$ cat config.mk
export PLATFORM = sky130hd
export DESIGN_NAME = myclint_mtime
export DESIGN_NICKNAME = d
export VERILOG_FILES = /design/src/rtl/myclint_pkg.sv /design/src/rtl/myclint_rtc_sync.sv /design/src/rtl/myclint_mtime.sv
export SDC_FILE = /design/constraint.sdc
export NUM_CORES = 1
export LEC_CHECK = 0
export ABC_CLOCK_PERIOD_IN_PS = 2650
export BUFFER_PORTS_ARGS = -buffer_cell sky130_fd_sc_hd__clkbuf_2
export CORE_UTILIZATION = 30
export DETAILED_ROUTE_END_ITERATION = 6
export MAX_ROUTING_LAYER = met4
export PLACE_DENSITY = 0.56
export SYNTH_ARGS = -nofsm -noshare
export SYNTH_HDL_FRONTEND = slang
export SYNTH_SLANG_ARGS = --single-unit
export TNS_END_PERCENT = 1
$ cat constraint.sdc
create_clock -name clk -period 2.65 [get_ports clk]
set_input_delay 0.3975 -clock clk [delete_from_list [all_inputs] [get_ports clk]]
set_output_delay 0.3975 -clock clk [all_outputs]
set_load 0.005 [all_outputs]
$ cat src/rtl/myclint_pkg.sv
// myclint_pkg -- definitions shared by the machine-timer block and the
// downstream CLINT compare logic.
//
// Contents:
//   - Byte offsets of the MTIME_LO / MTIME_HI / CTRL registers and the word
//     indices (address[3:2]) derived from them.
//   - Bit index of the CTRL enable bit.
//   - Register-select enum plus helpers for decoding a word index and for
//     merging byte-strobed write data into a 32-bit register.
package myclint_pkg;

   localparam int MYCLINT_REG_W = 32;

   localparam logic [3:0] MYCLINT_MTIME_LO_OFF = 4'h0;
   localparam logic [3:0] MYCLINT_MTIME_HI_OFF = 4'h4;
   localparam logic [3:0] MYCLINT_CTRL_OFF     = 4'h8;

   localparam logic [1:0] MYCLINT_IDX_LO   = MYCLINT_MTIME_LO_OFF[3:2];
   localparam logic [1:0] MYCLINT_IDX_HI   = MYCLINT_MTIME_HI_OFF[3:2];
   localparam logic [1:0] MYCLINT_IDX_CTRL = MYCLINT_CTRL_OFF[3:2];

   localparam int MYCLINT_CTRL_EN_BIT = 0;

   typedef enum logic [1:0] {
      SEL_MTIME_LO = 2'd0,
      SEL_MTIME_HI = 2'd1,
      SEL_CTRL     = 2'd2,
      SEL_RSVD     = 2'd3
   } myclint_sel_e;

   // Map a word index (address[3:2]) onto the register it selects.
   function automatic myclint_sel_e myclint_decode(input logic [1:0] idx);
      myclint_sel_e sel;
      if (idx == MYCLINT_IDX_LO) begin
         sel = SEL_MTIME_LO;
      end else if (idx == MYCLINT_IDX_HI) begin
         sel = SEL_MTIME_HI;
      end else if (idx == MYCLINT_IDX_CTRL) begin
         sel = SEL_CTRL;
      end else begin
         sel = SEL_RSVD;
      end
      return sel;
   endfunction

   // Replace the bytes of old_val whose strobe is set with the matching
   // bytes of wdata.
   function automatic logic [MYCLINT_REG_W-1:0] myclint_merge(
      input logic [MYCLINT_REG_W-1:0]   old_val,
      input logic [MYCLINT_REG_W-1:0]   wdata,
      input logic [MYCLINT_REG_W/8-1:0] wstrb
   );
      logic [MYCLINT_REG_W-1:0] res;
      for (int b = 0; b < MYCLINT_REG_W/8; b++) begin
         if (wstrb[b]) begin
            res[8*b +: 8] = wdata[8*b +: 8];
         end else begin
            res[8*b +: 8] = old_val[8*b +: 8];
         end
      end
      return res;
   endfunction

endpackage

$ cat src/rtl/myclint_rtc_sync.sv
// myclint_rtc_sync -- brings the external real-time clock into the clk
// domain and flags each of its rising edges.
//
// Ports:
//   clk      in   system clock
//   reset    in   asynchronous active-low reset
//   i_rt_clk in   external real-time clock (asynchronous to clk)
//   o_rise   out  one-clk pulse, two clk edges after an i_rt_clk rising edge
module myclint_rtc_sync (
   input  logic clk,
   input  logic reset,
   input  logic i_rt_clk,
   output logic o_rise
);

   logic r_meta;
   logic r_sync;
   logic r_prev;
   logic w_rise;

   // Two-flop synchronizer plus a delayed copy for edge detection
   always_ff @(posedge clk or negedge reset) begin
      if (!reset) begin
         r_meta <= 1'b0;
         r_sync <= 1'b0;
         r_prev <= 1'b0;
      end else begin
         r_meta <= i_rt_clk;
         r_sync <= r_meta;
         r_prev <= r_sync;
      end
   end

   assign w_rise = r_sync & ~r_prev;
   assign o_rise = w_rise;

endmodule

$ cat src/rtl/myclint_mtime.sv
// myclint_mtime -- 64-bit machine timer (mtime) with a small register port.
//
// Register map (address[3:2] decoded, offsets from myclint_pkg):
//   0x0 MTIME_LO  mtime[31:0]; a read also snapshots mtime[63:32]
//   0x4 MTIME_HI  reads return the snapshot; writes update mtime and snapshot
//   0x8 CTRL      bit0 = enable (reset 1)
//   0xC reserved  reads 0, writes ignored
//
// Ports:
//   clk, reset       clock, asynchronous active-low reset
//   rt_clk           external real-time clock (MYCLINT_RTC_EXT_EN only)
//   valid/address/wdata/wstrb  request; wstrb == 0 is a read
//   rdata/ready      response; ready pulses one cycle after acceptance
//   mtime            live timer value
//   tick             one-cycle pulse in the cycle before mtime increments
//
// Build option: define MYCLINT_RTC_EXT_EN to tick from rt_clk rising edges
// instead of the internal PRESCALE divider.
module myclint_mtime
   import myclint_pkg::*;
#(
   parameter int ADDR_W   = 32,
   parameter int DATA_W   = 32,
   parameter int PRESCALE = 16
) (
   input  logic                clk,
   input  logic                reset,
`ifdef MYCLINT_RTC_EXT_EN
   input  logic                rt_clk,
`endif
   input  logic                valid,
   input  logic [ADDR_W-1:0]   address,
   input  logic [DATA_W-1:0]   wdata,
   input  logic [DATA_W/8-1:0] wstrb,
   output logic [DATA_W-1:0]   rdata,
   output logic                ready,
   output logic [63:0]         mtime,
   output logic                tick
);

   localparam int EN_BYTE = MYCLINT_CTRL_EN_BIT / 8;

   logic [63:0]       r_mtime;
   logic [31:0]       r_shadow;
   logic [31:0]       r_rdata;
   logic              r_ready;
   logic              r_tick;
   logic              r_en;

   logic              w_accept;
   logic              w_is_write;
   myclint_sel_e      w_sel;
   logic              w_wr_lo;
   logic              w_wr_hi;
   logic              w_wr_ctrl;
   logic              w_rd;
   logic [31:0]       w_lo_new;
   logic [31:0]       w_hi_new;
   logic [31:0]       w_ctrl_val;
   logic [31:0]       w_rd_data;
   logic              w_en_nxt;
   logic              w_tick_nxt;
   logic              w_unused_addr;

   assign w_unused_addr = ^{address[ADDR_W-1:4], address[1:0]};

   // Request decode: a request is taken only while no response is pending
   always_comb begin
      w_accept   = valid & ~r_ready;
      w_is_write = |wstrb;
      w_sel      = myclint_decode(address[3:2]);
      w_rd       = w_accept & ~w_is_write;
      w_wr_lo    = w_accept & w_is_write & (w_sel == SEL_MTIME_LO);
      w_wr_hi    = w_accept & w_is_write & (w_sel == SEL_MTIME_HI);
      w_wr_ctrl  = w_accept & w_is_write & (w_sel == SEL_CTRL);
      w_lo_new   = myclint_merge(r_mtime[31:0], wdata, wstrb);
      w_hi_new   = myclint_merge(r_mtime[63:32], wdata, wstrb);
   end

   // Enable value after this cycle, so tick lookahead sees a CTRL write at once
   always_comb begin
      if (w_wr_ctrl && wstrb[EN_BYTE]) begin
         w_en_nxt = wdata[MYCLINT_CTRL_EN_BIT];
      end else begin
         w_en_nxt = r_en;
      end
   end

   // Read mux; MTIME_HI returns the snapshot so LO-then-HI pairs are coherent
   always_comb begin
      w_ctrl_val = 32'h0;
      w_ctrl_val[MYCLINT_CTRL_EN_BIT] = r_en;
      case (w_sel)
         SEL_MTIME_LO: w_rd_data = r_mtime[31:0];
         SEL_MTIME_HI: w_rd_data = r_shadow;
         SEL_CTRL:     w_rd_data = w_ctrl_val;
         default:      w_rd_data = 32'h0;
      endcase
   end

`ifdef MYCLINT_RTC_EXT_EN
   logic w_rise;

   myclint_rtc_sync u_rtc_sync (
      .clk      (clk),
      .reset    (reset),
      .i_rt_clk (rt_clk),
      .o_rise   (w_rise)
   );

   // External mode: the registered tick follows each synchronized rt_clk edge
   always_comb begin
      w_tick_nxt = w_rise & w_en_nxt;
   end
`else
   localparam int CNT_W = (PRESCALE > 1) ? $clog2(PRESCALE) : 1;
   localparam logic [CNT_W-1:0] CNT_MAX = CNT_W'(PRESCALE - 1);

   logic [CNT_W-1:0] r_cnt;
   logic [CNT_W-1:0] w_cnt_nxt;

   // Prescaler next value: advances only while enabled, wraps after CNT_MAX
   always_comb begin
      if (r_en) begin
         if (r_cnt == CNT_MAX) begin
            w_cnt_nxt = '0;
         end else begin
            w_cnt_nxt = r_cnt + CNT_W'(1);
         end
      end else begin
         w_cnt_nxt = r_cnt;
      end
      // tick is registered, so it is asserted from the lookahead of the count
      w_tick_nxt = w_en_nxt & (w_cnt_nxt == CNT_MAX);
   end

   // Prescaler count register
   always_ff @(posedge clk or negedge reset) begin
      if (!reset) begin
         r_cnt <= '0;
      end else begin
         r_cnt <= w_cnt_nxt;
      end
   end
`endif

   // Bus response: one-cycle ready, read data held until the next read
   always_ff @(posedge clk or negedge reset) begin
      if (!reset) begin
         r_ready <= 1'b0;
         r_rdata <= 32'h0;
      end else begin
         r_ready <= w_accept;
         if (w_rd) begin
            r_rdata <= w_rd_data;
         end else begin
            r_rdata <= r_rdata;
         end
      end
   end

   // HI snapshot: captured on MTIME_LO reads, overwritten by MTIME_HI writes
   always_ff @(posedge clk or negedge reset) begin
      if (!reset) begin
         r_shadow <= 32'h0;
      end else if (w_rd && (w_sel == SEL_MTIME_LO)) begin
         r_shadow <= r_mtime[63:32];
      end else if (w_wr_hi) begin
         r_shadow <= w_hi_new;
      end else begin
         r_shadow <= r_shadow;
      end
   end

   // Enable bit and registered tick
   always_ff @(posedge clk or negedge reset) begin
      if (!reset) begin
         r_en   <= 1'b1;
         r_tick <= 1'b0;
      end else begin
         r_en   <= w_en_nxt;
         r_tick <= w_tick_nxt;
      end
   end

   // mtime: a write to either half drops a coincident increment
   always_ff @(posedge clk or negedge reset) begin
      if (!reset) begin
         r_mtime <= 64'd0;
      end else if (w_wr_lo) begin
         r_mtime[31:0] <= w_lo_new;
      end else if (w_wr_hi) begin
         r_mtime[63:32] <= w_hi_new;
      end else if (r_tick) begin
         r_mtime <= r_mtime + 64'd1;
      end else begin
         r_mtime <= r_mtime;
      end
   end

   assign rdata = r_rdata;
   assign ready = r_ready;
   assign mtime = r_mtime;
   assign tick  = r_tick;

endmodule
After elaboration in Yosys (flattened, before gate mapping)
Cells that the tools add are included.
{"block": "totals", "ff_bits": 135, "output_inout_bits": 98, "word_cells": 68}
{"block": "op_classes", "bitwise_logic": 10, "n_eq_ne": 11, "n_mux": 21, "add_sub_neg": 2, "reduce_logical": 13}
{"cell": "2-to-1 mux 32 bit", "n": 5}
{"cell": "one-hot mux 32 bit (3 select lines)", "n": 1}
{"cell": "adder 64 x 1 -> 64 bit (second input constant)", "n": 1}
{"cell": "2-to-1 mux 64 bit", "n": 1}
{"cell": "2-to-1 mux 8 bit", "n": 8}
{"cell": "AND reduction 3 bit", "n": 4}
{"cell": "inequality test 2 bit (second input constant)", "n": 5}
{"cell": "equality test 4 bit (second input constant)", "n": 2}
{"cell": "2-to-1 mux 4 bit", "n": 2}
{"cell": "bitwise AND 1 bit", "n": 7}
{"cell": "nonzero test 2 bit", "n": 3}
{"cell": "adder 4 x 1 -> 4 bit (second input constant)", "n": 1}
{"cell": "equality test 2 x 1 -> 1 bit (second input constant)", "n": 2}
{"cell": "equality test 2 bit (second input constant)", "n": 2}
{"cell": "logical NOT 2 bit", "n": 2}
{"cell": "2-to-1 mux 2 bit", "n": 2}
{"cell": "OR reduction 4 bit", "n": 1}
{"cell": "NOT 1 bit", "n": 3}
{"cell": "logical AND 1 bit", "n": 2}
{"cell": "2-to-1 mux 1 bit", "n": 2}
{"cell": "AND reduction 2 bit", "n": 1}

Logic depth before layout (Yosys ltp)
{"block": "logic_depth", "ltp_word": 9, "ltp_mapped": 9}

Least setup slack after synthesis
OpenSTA, ideal clock, no wires.
{"block": "synth_timing", "path_kind": "register to register", "startpoint": "register r_mtime[0] (netlist: mtime[0])", "endpoint": "register r_mtime[62] (netlist: mtime[62])", "arrival_time_ps": 2092, "path_stages_with_launch": 9, "setup_ps": 94, "setup_slack_ps": 464, "n_path_buf": 1, "synth_period_minus_slack_ps": 2186, "cell_sequence": "dfrtp_1 > ha_1 > and4_1 > buf_2 > nand2_1 > or3_1 > nor4_2 > nor3_1 > a211oi_1"}
{"block": "synth_between", "elab_chain_len": 3}
{"item": "start, declared", "line_no": "myclint_mtime.sv:43", "source": "logic [63:0] r_mtime;"}
{"item": "start signal, assigned", "line_no": "myclint_mtime.sv:191", "source": "r_mtime[31:0] <= w_lo_new;"}
{"item": "start signal, assigned", "line_no": "myclint_mtime.sv:195", "source": "r_mtime <= r_mtime + 64'd1;"}
{"item": "start signal, assigned", "line_no": "myclint_mtime.sv:197", "source": "r_mtime <= r_mtime;"}
{"item": "adder 64 x 1 -> 64 bit", "line_no": "myclint_mtime.sv:195"}
{"item": "2-to-1 mux 64 bit", "line_no": "myclint_mtime.sv:194", "source": "end else if (r_tick) begin"}
{"item": "2-to-1 mux 32 bit", "line_no": "myclint_mtime.sv:192", "source": "end else if (w_wr_hi) begin"}
No other way between the ends. The select of a mux whose other input is x is not followed.
A chain may end at the register's enable or synchronous reset.

Worst setup path in the final report
{"block": "layout_timing", "startpoint": "register r_mtime[1] (netlist: mtime[1])", "endpoint": "register r_mtime[62] (netlist: mtime[62])"}
Same word-level chain as after synthesis.

==> results.sh <==
export IMPL_outcome="completed"
export IMPL_track_usage_pct=23.4
export IMPL_crit_type="reg -> reg"
export IMPL_antenna_found_initial=0
export IMPL_avgViaCountPerCell=5.64
export IMPL_cp_start_kind="register"
export IMPL_stdcell_count=1413
export IMPL_clock_sinks=135
export IMPL_ys_seq_area_share_pct=43.4
export IMPL_place_inst=1382
export IMPL_finalSetupViolCount=0
export IMPL_clk_latency_ns=0.43
export IMPL_dp_slack_ns=0.191
export IMPL_synth_nets=962
export IMPL_worst_slew_margin_rel_pct=50.4
export IMPL_cp_end_kind="register"
export IMPL_place_congestion=1.03
export IMPL_required_ns=2.99
export IMPL_min_period_over_period_pct=93.1
export IMPL_cts_hold_buf=1
export IMPL_cap_violations=0
export IMPL_synth_edf_count=0
export IMPL_max_freq_mhz=405
export IMPL_grt_pass1_vias=7766
export IMPL_hold_depth=2
export IMPL_hold_viol=0
export IMPL_area_delta_synth_final_pct=27.2
export IMPL_grtUsageMet1_pct=30.9
export IMPL_grt_start_max_net_pins=56
export IMPL_cts_root_buf="clkbuf_16"
export IMPL_synth_simple_gate_area_share_pct=25.9
export IMPL_slew_violations=0
export IMPL_drc=0
export IMPL_ys_top_cells_by_area="dfrtp_1, a21oi_1, nor2_1"
export IMPL_synth_top_family_by_area="simple AND/OR/NAND/NOR gates"
export IMPL_post_dp_hpwl_mm=22.5
export IMPL_r2r_cells=7
export IMPL_combPwrFrac_pct=24.9
export IMPL_vias=7973
export IMPL_synth_compound_area_share_pct=21.2
export IMPL_antenna_left=0
export IMPL_die_y_um=163
export IMPL_core_area_um2=25300
export IMPL_num_rows=58
export IMPL_async_reset_ff_share_pct=100
export IMPL_wl_per_cell_um=21.0
export IMPL_post_cts_resize_count=0
export IMPL_htreeDepth=4
export IMPL_cts_tree="done"
export IMPL_post_route_cells_drive_above_1_share_pct=25.7
export IMPL_numCtsBuffers=17
export IMPL_syn_cell_area_um2=7790
export IMPL_grt_overflow_total=0
export IMPL_synthCells=889
export IMPL_p_leak_nw=4.29
export IMPL_tightest_slew_ns=0.738
export IMPL_hold_class="in -> reg"
export IMPL_ys_ff_latch=135
export IMPL_power_frac_clock_pct=32.5
export IMPL_die_area_um2=26600
export IMPL_vdd_drop_max_uv=349
export IMPL_cts_max_path_buffers=2
export IMPL_grt_pass1_wl_mm=45.6
export IMPL_p_sw_mw=2.45
export IMPL_yosysUniqueCellTypes=65
export IMPL_yosys_area_share_adder_pct=0.321
export IMPL_grt_busiest_layer="met2"
export IMPL_drtPass1Iterations=5
export IMPL_intPower_mw=4.89
export IMPL_synth_area_mux_share_pct=4.79
export IMPL_met3_usage_pct=4.29
export IMPL_numPortBuffers=138
export IMPL_die_x_um=163
export IMPL_switching_share_pct=33.4
export IMPL_diodes=0
export IMPL_pwr_share_seq_pct=42.6
export IMPL_routed_wl_mm=29.7
export IMPL_cp_max_fo=6
export IMPL_yosysWarnings=0
export IMPL_post_route_min_period_ns=2.47
export IMPL_syn_area_per_cell_um2=8.76
export IMPL_cts_setup_buffers=0
export IMPL_io_pins=169
export IMPL_skew_ns=0.0148
export IMPL_synth_top_area_share_pct=43.1
export IMPL_drtIter0Drc=808
export IMPL_yosysTopAreaCell="dfrtp_1"
export IMPL_arrival_ns=2.81
export IMPL_start_util_pct=30.7
export IMPL_worst_slack_ns=0.182
export IMPL_power_per_cell_area_nw_per_um2=740
export IMPL_synth_flop_cell="dfrtp_1"
export IMPL_nets=1145
export IMPL_grtUsageMet2_pct=35.6
export IMPL_rsz0062_at_grt="no"
export IMPL_path_clk_slew_ns=0.06
export IMPL_synthXorXnorAreaFrac_pct=0.337
export IMPL_fin_tns_setup_ns=0
[per-layer routing]
metal  wire (µm)  share of wire, %
met2       13700                46
met4         821               2.8
met1       13200                44
met3        2030               6.8
met5           0                 0
[cells by family (layout without fill, tap and decap cells)]
kind of cell	count (synthesis)	in the layout
fa+ha+maj	2	2
buf+inv	72	266
flops	135	135
mux	37	37
xor+xnor	3	3
compound gates	263	263
simple gates	377	377
[power groups by stage]
stage | Combinational, mW | Clock [mW] | Sequential, mW
after floorplan | 0.967 | 0 | 3.02
after CTS | 1.85 | 2.43 | 3.11
after global placement | 1.81 | 0 | 3.13
after detailed placement | 1.84 | 0 | 3.14
final | 1.83 | 2.39 | 3.12
after global routing | 2.06 | 2.51 | 3.19
[synth_stat cells (all sizes together), types with 3 or more instances]
| master | n |
|---|---|
| nor2 | 96 |
| a211oi | 16 |
| a21oi | 81 |
| inv | 8 |
| nand4 | 31 |
| a31oi | 6 |
| nand2 | 91 |
| o22a | 6 |
| dfrtp | 134 |
| nor3 | 33 |
| a22oi | 4 |
| o21ai | 39 |
| and4 | 15 |
| o21a | 5 |
| and3 | 15 |
| nor4 | 15 |
| o22ai | 41 |
| or4 | 4 |
| clkbuf | 40 |
| nor2b | 5 |
| o311ai | 3 |
| o211ai | 8 |
| nand3 | 42 |
| a311oi | 7 |
| mux2i | 35 |
| buf | 24 |
| and2 | 11 |
| o31ai | 36 |
| or3 | 10 |
[registers in the layout, summed over array words and instances, names as in the netlist]
| name | cells |
|---|---|
| r_shadow | 32 |
| r_en | 1 |
| ready | 1 |
| mtime | 64 |
| rdata | 32 |
| tick | 1 |
| r_cnt | 4 |
[cells in the final DEF, fill, tap and decap left out, types with 5 or more instances in the layout]
cell type / netlist / final
mux2i_1: 35 / 35
nor2b_1: 5 / 5
a311oi_1: 7 / 7
nor4_1: 8 / 8
dfrtp_1: 134 / 134
nor2_1: 96 / 96
nand3_1: 41 / 41
and4_1: 15 / 15
nor3_1: 30 / 30
inv_1: 8 / 8
and3_1: 15 / 15
clkinv_2: 0 / 5
o21ai_0: 37 / 37
nand4_1: 27 / 27
clkbuf_2: 2 / 137
and2_1: 9 / 9
o21a_1: 5 / 5
or3_1: 10 / 10
o22a_1: 6 / 6
nand2_1: 91 / 90
o22ai_1: 41 / 41
o211ai_1: 8 / 8
a31oi_1: 6 / 6
a21oi_1: 80 / 80
buf_4: 2 / 87
o31ai_1: 36 / 36
a211oi_1: 16 / 16
clkbuf_16: 0 / 17
[area by class of cell]
type,count,area [µm²]
Timing Repair Buffer,228,1400
Clock inverter,10,130
Multi-Input combinational cell,682,4110
Tap cell,330,413
Inverter,8,30.0
Clock buffer,20,447
Sequential cell,135,3380
Fill cell,2587,15400
[metrics by stage]
stage,area [µm²],util (%),hold slack (ns),total power [mW]
6_report,9910,39.1,0.241,7.33
5_1_grt,9910,39.1,0.246,7.76
4_1_cts,9910,39.1,0.230,7.38
3_5_place_dp,9320,36.8,0.409,4.98
3_3_place_gp,9320,36.8,0.406,4.95
2_1_floorplan,7790,-,0.102,3.99
[worst max-delay path: stages (launching register included)]
cell	delay (ns)
dfrtp_1	0.35
ha_1	0.25
and4_1	0.38
nand2_1	0.18
or3_1	0.44
nor4_2	0.48
nor3_1	0.08
a211oi_1	0.21
[worst paths after layout]
| path | from | to | slack (ns) |
|---|---|---|---|
| setup / recovery | mtime[1]$_DFFE_PN0P_ | mtime[62]$_DFFE_PN0P_ | 0.18 |
| hold / removal | wdata[26] | mtime[26]$_DFFE_PN0P_ | 0.24 |
| setup reg to reg | mtime[1]$_DFFE_PN0P_ | mtime[62]$_DFFE_PN0P_ | 0.18 |
| hold reg to reg | rdata[19]$_DFFE_PN0P_ | rdata[19]$_DFFE_PN0P_ | 0.47 |
| max in group asynchronous | reset | mtime[42]$_DFFE_PN0P_ | 1.42 |
| min in group asynchronous | reset | rdata[11]$_DFFE_PN0P_ | 0.51 |
(Power assumes the default switching activity.)
